**src/rtl/core_pkg.sv**
```systemverilog
// Shared control-flow definitions: next-PC operation encodings, 2-bit predictor states,
// and the per-entry status word kept by the branch target buffer.
package core_pkg;

    typedef enum logic [1:0] {
        NPC_SEQ  = 2'd0,
        NPC_JAL  = 2'd1,
        NPC_BR   = 2'd2,
        NPC_JALR = 2'd3
    } npc_op_e;

    localparam logic [1:0] CTR_SNT = 2'b00;
    localparam logic [1:0] CTR_WNT = 2'b01;
    localparam logic [1:0] CTR_WT  = 2'b10;
    localparam logic [1:0] CTR_ST  = 2'b11;

    // Tag and target widths depend on module parameters, so they live beside this word.
    typedef struct packed {
        logic       valid;
        logic [1:0] ctr;
    } btb_entry_t;

    function automatic logic [1:0] ctr_step(input logic [1:0] ctr, input logic taken);
        logic [1:0] nxt;
        if (taken) begin
            nxt = (ctr == CTR_ST) ? CTR_ST : ctr + 2'b01;
        end else begin
            nxt = (ctr == CTR_SNT) ? CTR_SNT : ctr - 2'b01;
        end
        return nxt;
    endfunction

endpackage

```
**src/rtl/btb_array.sv**
```systemverilog
// Direct-mapped BTB storage: asynchronous read ports for the IF lookup and the EX-stage entry,
// one synchronous write port, asynchronous clear of the status bits.
module btb_array
    import core_pkg::*;
#(
    parameter int PC_WIDTH  = 32,
    parameter int BTB_DEPTH = 64,
    parameter int IDX_BITS  = $clog2(BTB_DEPTH),
    parameter int TAG_W     = PC_WIDTH - IDX_BITS - 2
) (
    input  logic                clk,
    input  logic                rst,
    input  logic [IDX_BITS-1:0] if_idx,
    output btb_entry_t          if_entry,
    output logic [TAG_W-1:0]    if_tag,
    output logic [PC_WIDTH-1:0] if_target,
    input  logic [IDX_BITS-1:0] ex_idx,
    output btb_entry_t          ex_entry,
    output logic [TAG_W-1:0]    ex_tag,
    output logic [PC_WIDTH-1:0] ex_target,
    input  logic                wr_en,
    input  logic [IDX_BITS-1:0] wr_idx,
    input  btb_entry_t          wr_entry,
    input  logic [TAG_W-1:0]    wr_tag,
    input  logic [PC_WIDTH-1:0] wr_target
);

    btb_entry_t          meta_r   [BTB_DEPTH];
    logic [TAG_W-1:0]    tag_r    [BTB_DEPTH];
    logic [PC_WIDTH-1:0] target_r [BTB_DEPTH];

    // Status bits: cleared to invalid / weakly-not-taken on reset, written from EX.
    always_ff @(posedge clk or posedge rst) begin
        if (rst) begin
            for (int i = 0; i < BTB_DEPTH; i++) begin
                meta_r[i] <= '{valid: 1'b0, ctr: CTR_WNT};
            end
        end else if (wr_en) begin
            meta_r[wr_idx] <= wr_entry;
        end
    end

    // Tag and target payload are only meaningful under a valid bit, so they carry no reset.
    always_ff @(posedge clk) begin
        if (wr_en) begin
            tag_r[wr_idx]    <= wr_tag;
            target_r[wr_idx] <= wr_target;
        end
    end

    assign if_entry  = meta_r[if_idx];
    assign if_tag    = tag_r[if_idx];
    assign if_target = target_r[if_idx];
    assign ex_entry  = meta_r[ex_idx];
    assign ex_tag    = tag_r[ex_idx];
    assign ex_target = target_r[ex_idx];

endmodule

```
**src/rtl/branch_resolve_ctrl.sv**
```systemverilog
// EX-stage control-hazard unit: BTB/BHT lookup for IF, branch/jump resolution with
// mispredict redirect, predictor training and saturating performance counters.
module branch_resolve_ctrl
    import core_pkg::*;
#(
    parameter int PC_WIDTH   = 32,
    parameter int BTB_DEPTH  = 64,
    parameter int PREDICT_EN = 1,
    parameter int CNT_WIDTH  = 32
) (
    input  logic                 clk,
    input  logic                 rst,
    input  logic [PC_WIDTH-1:0]  if_pc,
    output logic                 if_pred_taken,
    output logic [PC_WIDTH-1:0]  if_pred_target,
    input  logic                 ex_valid,
    input  logic [1:0]           ex_npc_op,
    input  logic                 ex_branch,
    input  logic                 alu_branch,
    input  logic [PC_WIDTH-1:0]  ex_pc,
    input  logic [PC_WIDTH-1:0]  ex_target,
    input  logic                 ex_pred_taken,
    input  logic [PC_WIDTH-1:0]  ex_pred_target,
    output logic                 redirect,
    output logic [PC_WIDTH-1:0]  redirect_pc,
    output logic [CNT_WIDTH-1:0] branch_cnt,
    output logic [CNT_WIDTH-1:0] mispred_cnt
);

    localparam int IDX_BITS = $clog2(BTB_DEPTH);
    localparam int TAG_W    = PC_WIDTH - IDX_BITS - 2;
    localparam logic [PC_WIDTH-1:0]  PC_STEP = {{(PC_WIDTH-3){1'b0}}, 3'b100};
    localparam logic [CNT_WIDTH-1:0] CNT_ONE = {{(CNT_WIDTH-1){1'b0}}, 1'b1};
    localparam logic                 PRED_ON = (PREDICT_EN != 0);

    npc_op_e             op_s;
    btb_entry_t          if_entry_s, ex_entry_s, wr_entry_s;
    logic [TAG_W-1:0]    if_tag_s, ex_tag_s;
    logic [PC_WIDTH-1:0] if_target_s, ex_rd_target_s, wr_target_s;
    logic                if_hit_s, ex_hit_s, actual_taken_s, pred_taken_s, mispredict_s, wr_en_s;

    btb_array #(
        .PC_WIDTH (PC_WIDTH),
        .BTB_DEPTH(BTB_DEPTH)
    ) u_btb (
        .clk      (clk),
        .rst      (rst),
        .if_idx   (if_pc[IDX_BITS+1:2]),
        .if_entry (if_entry_s),
        .if_tag   (if_tag_s),
        .if_target(if_target_s),
        .ex_idx   (ex_pc[IDX_BITS+1:2]),
        .ex_entry (ex_entry_s),
        .ex_tag   (ex_tag_s),
        .ex_target(ex_rd_target_s),
        .wr_en    (wr_en_s),
        .wr_idx   (ex_pc[IDX_BITS+1:2]),
        .wr_entry (wr_entry_s),
        .wr_tag   (ex_pc[PC_WIDTH-1:IDX_BITS+2]),
        .wr_target(wr_target_s)
    );

    assign op_s     = npc_op_e'(ex_npc_op);
    assign if_hit_s = if_entry_s.valid && (if_tag_s == if_pc[PC_WIDTH-1:IDX_BITS+2]);
    assign ex_hit_s = ex_entry_s.valid && (ex_tag_s == ex_pc[PC_WIDTH-1:IDX_BITS+2]);

    assign if_pred_taken  = PRED_ON & if_hit_s & if_entry_s.ctr[1];
    assign if_pred_target = if_target_s;

    // Without prediction the carried-down guess is ignored, so every taken transfer mispredicts.
    assign actual_taken_s = (op_s == NPC_JAL) || (op_s == NPC_JALR) ||
                            ((op_s == NPC_BR) && ex_branch && alu_branch);
    assign pred_taken_s   = PRED_ON & ex_pred_taken;
    assign mispredict_s   = ex_valid && ((actual_taken_s != pred_taken_s) ||
                            (actual_taken_s && (ex_pred_target != ex_target)));

    assign redirect    = mispredict_s;
    assign redirect_pc = actual_taken_s ? ex_target : (ex_pc + PC_STEP);

    // Training policy for the entry at ex_pc's index.
    always_comb begin
        wr_en_s     = 1'b0;
        wr_entry_s  = ex_entry_s;
        wr_target_s = ex_rd_target_s;
        if (PRED_ON && ex_valid) begin
            case (op_s)
                NPC_BR: begin
                    if (ex_hit_s) begin
                        wr_en_s        = 1'b1;
                        wr_entry_s.ctr = ctr_step(ex_entry_s.ctr, actual_taken_s);
                        if (actual_taken_s) begin
                            wr_target_s = ex_target;
                        end else begin
                            wr_target_s = ex_rd_target_s;
                        end
                    end else if (actual_taken_s) begin
                        wr_en_s     = 1'b1;
                        wr_entry_s  = '{valid: 1'b1, ctr: CTR_WT};
                        wr_target_s = ex_target;
                    end else begin
                        wr_en_s = 1'b0;
                    end
                end
                NPC_JAL, NPC_JALR: begin
                    wr_en_s     = 1'b1;
                    wr_entry_s  = '{valid: 1'b1, ctr: CTR_ST};
                    wr_target_s = ex_target;
                end
                NPC_SEQ: begin
                    // A sequential instruction hitting the table is an alias; drop the entry.
                    if (ex_hit_s) begin
                        wr_en_s          = 1'b1;
                        wr_entry_s.valid = 1'b0;
                    end else begin
                        wr_en_s = 1'b0;
                    end
                end
                default: begin
                    wr_en_s = 1'b0;
                end
            endcase
        end else begin
            wr_en_s = 1'b0;
        end
    end

    // Saturating performance counters.
    always_ff @(posedge clk or posedge rst) begin
        if (rst) begin
            branch_cnt  <= '0;
            mispred_cnt <= '0;
        end else begin
            if (ex_valid && (op_s != NPC_SEQ) && (branch_cnt != '1)) begin
                branch_cnt <= branch_cnt + CNT_ONE;
            end
            if (mispredict_s && (mispred_cnt != '1)) begin
                mispred_cnt <= mispred_cnt + CNT_ONE;
            end
        end
    end

endmodule

```
**config.mk**
```make
export PLATFORM = sky130hd
export DESIGN_NAME = branch_resolve_ctrl
export DESIGN_NICKNAME = d
export VERILOG_FILES = /design/src/rtl/core_pkg.sv /design/src/rtl/btb_array.sv /design/src/rtl/branch_resolve_ctrl.sv
export SDC_FILE = /design/constraint.sdc
export NUM_CORES = 2
export LEC_CHECK = 0
export ABC_CLOCK_PERIOD_IN_PS = 11100
export CAP_MARGIN = 20
export CORE_UTILIZATION = 55
export DETAILED_ROUTE_END_ITERATION = 8
export PLACE_DENSITY_LB_ADDON = 0.05
export SETUP_SLACK_MARGIN = 0.4
export SYNTH_ARGS = -nofsm -noshare
export SYNTH_HDL_FRONTEND = slang
export SYNTH_HIERARCHICAL = 1
export SYNTH_SLANG_ARGS = --single-unit
```
**constraint.sdc**
```tcl
create_clock -name clk -period 11.1 [get_ports clk]
set_clock_uncertainty 0.15 [all_clocks]
set_input_delay 2.775 -clock clk [delete_from_list [all_inputs] [get_ports clk]]
set_output_delay 2.775 -clock clk [all_outputs]
set_load 0.01 [all_outputs]
```
==> out/summary.txt <==
Die Width - 572.0 um
Port buffer count - 263
Via/cell ratio - 7.904
Setup TNS - 0 ns
CP Class - input port to primary output
Syn avg cell area - 19.41 um2
Antenna violations before repair - 58
Fin area - 203900 um2
Fin Hold WS - 0.3382 ns
Core ar. - 322200 um2
Vias - 114.2k
Non-filler cells, final - 14.45k
Number of max-cap violations - 0
RR Startpoint - u_btb/tag_r[35][8]
DRT iter0 DRCs - 19.65k
RePlAce Congestion - 0.9269
DRC - 0
First-pass GRT wire length - 933300 um
Drt pass-1 iters - 8
Reg2Reg Depth - 16
Layout cells sized above 1 - 0.3497
Clk Latency, worst-skew pair - 0.99 ns
Initial Utilization - 0.5546
Placed cell areas - 190100 um2
Final Hold Fails - 0
Slew @ Worst Pin - 1.288 ns
Antenna-violating nets left - 0
Cts bufs inserted - 404
Power per cell area - 164.3 nW/um2
WHS Endpoint - mispred_cnt[15]
Routed wire per std cell - 48.15 um
Vias in the first global route - 109.4k
Die height - 572.0 um
Startpoint types - input port
Commonest non-fill, non-tap cell in the layout - edfxtp_1
YS warnings - 6
Fin. max-slew vios - 0
Die area - 327200 um2
Met1 Use GR - 0.5576
Row Count - 208
DP HPWL - 429600 um
Pin count of the biggest net entering global routing - 119
WP data required - 8.18 ns
Met2 Usage GRT - 0.6087
Detailed Route WL - 695800 um
Fmax - 0.09278 GHz
Layout area overhead - 14.09%
Met3 usage - 0.1368
Register-to-register setup slack - 4.96 ns
Worst-path fanout max - 36
Pwr Total - 33.49 mW
RSZ-0062 raised after global routing - false
Net Count, Synth - 9344
Mapped Cells - 9205
Clock H-tree levels - 5
Longest Clk Path Bufs - 4
Clk slew on worst S/H paths - 0.06 ns
Num Clock Sinks - 3840
Slew HR - 0.1389
Global routing's busiest layer - met2
Reg-to-reg endpoint - u_btb/target_r[2][7]
Lkg Pwr - 65.76 nW
Outcome - finished, final reports clean
Min-delay src - mispred_cnt[15]
Post-Syn Area - 178700 um2
Setup violators final - 0
Final period util - 0.9710
Nature of the critical path endpoint - primary output
Fin crit period - 10.78 ns
Hold buffers post-CTS - 0
Leading cell types in the layout, fill and taps excluded - edfxtp_1, mux4_2, clkbuf_16, buf_4, o22ai_1
Peak supply drop - 0.1730 mV
Root Buffer - clkbuf_16
Worst hold path type - register to register
GRT Util Overall - 0.4257
Final net count - 9888
Grt ovf - 0
Inst Count DP - 13.63k
CTS tree - done
Number of I/O pins - 266
Data arrival, critical path - 7.85 ns
Hold path cells - 1
worst max path at each step:
stage / end / depth (start not counted) / slack [ns] / from
2_1_floorplan: u_btb/meta_r[7] / 16 / 1.74 / ex_pc[2]
3_3_place_gp: if_pred_taken / 14 / 0.13 / if_pc[5]
4_1_cts: if_pred_taken / 13 / 0.59 / if_pc[5]
6_report: if_pred_taken / 13 / 0.32 / if_pc[5]
5_1_grt: if_pred_taken / 13 / 0.43 / if_pc[2]
3_5_place_dp: if_pred_taken / 14 / 0.18 / if_pc[5]
registers in the layout, summed over array words and instances, names as in the netlist:
name	cells
branch_cnt	32
u_btb/tag_r	1536
u_btb/meta_r	192
mispred_cnt	32
u_btb/target_r	2048
worst max-delay path: stages:
cell and delay (ns):
buf_4 0.66, nor2b_1 0.33, buf_4 0.26, nand2b_4 0.41, o22ai_1 0.13, nor4_1 0.91
o22a_1 0.50, xor2_1 0.12, nor4_1 0.24, nand4_1 0.21, nor4_2 0.56, buf_4 0.19
clkdlybuf4s50_1 0.53
cell type report:
cell class,instances,area (um2)
Multi-Input combinational cell,4582,61050
Antenna cell,57,142.6
Clock inverter,234,2253
Clock buffer,512,10910
Tap cell,4305,5386
Sequential cell,3840,114100
Fill cell,22390,118300
Inverter,48,270.3
Timing Repair Buffer,873,9752
stage by stage:
stage | util | setup slack, ns
floorplan | - | 1.738
global placement | 0.5898 | 0.1306
detailed placement | 0.5899 | 0.1798
CTS | 0.6308 | 0.5902
global route | 0.6324 | 0.4314
finish | 0.6328 | 0.3215
power by group:
group | switching [mW] | total [mW] | leakage, nW | internal, mW
Combinational | 2.19 | 3.47 | 23.9 | 1.28
Clock | 5.82 | 13.7 | 6.41 | 7.87
Sequential | 0.101 | 16.3 | 35.4 | 16.2
Total | 8.11 | 33.5 | 65.8 | 25.4
timing repair:
| action | in CTS | in global routing |
|---|---|---|
| gates resized for setup | 3 | 0 |
| endpoints found under the setup margin | 1 | 0 |
| setup buffers | 0 | 0 |
routing by layer:
metal	up-vias	part of all wire
met1	60540	0.34
li1	41180	-
met4	28	0.081
met2	10320	0.44
met3	2153	0.15
met5	-	0.00030
Power figures use the tool's default switching activity.
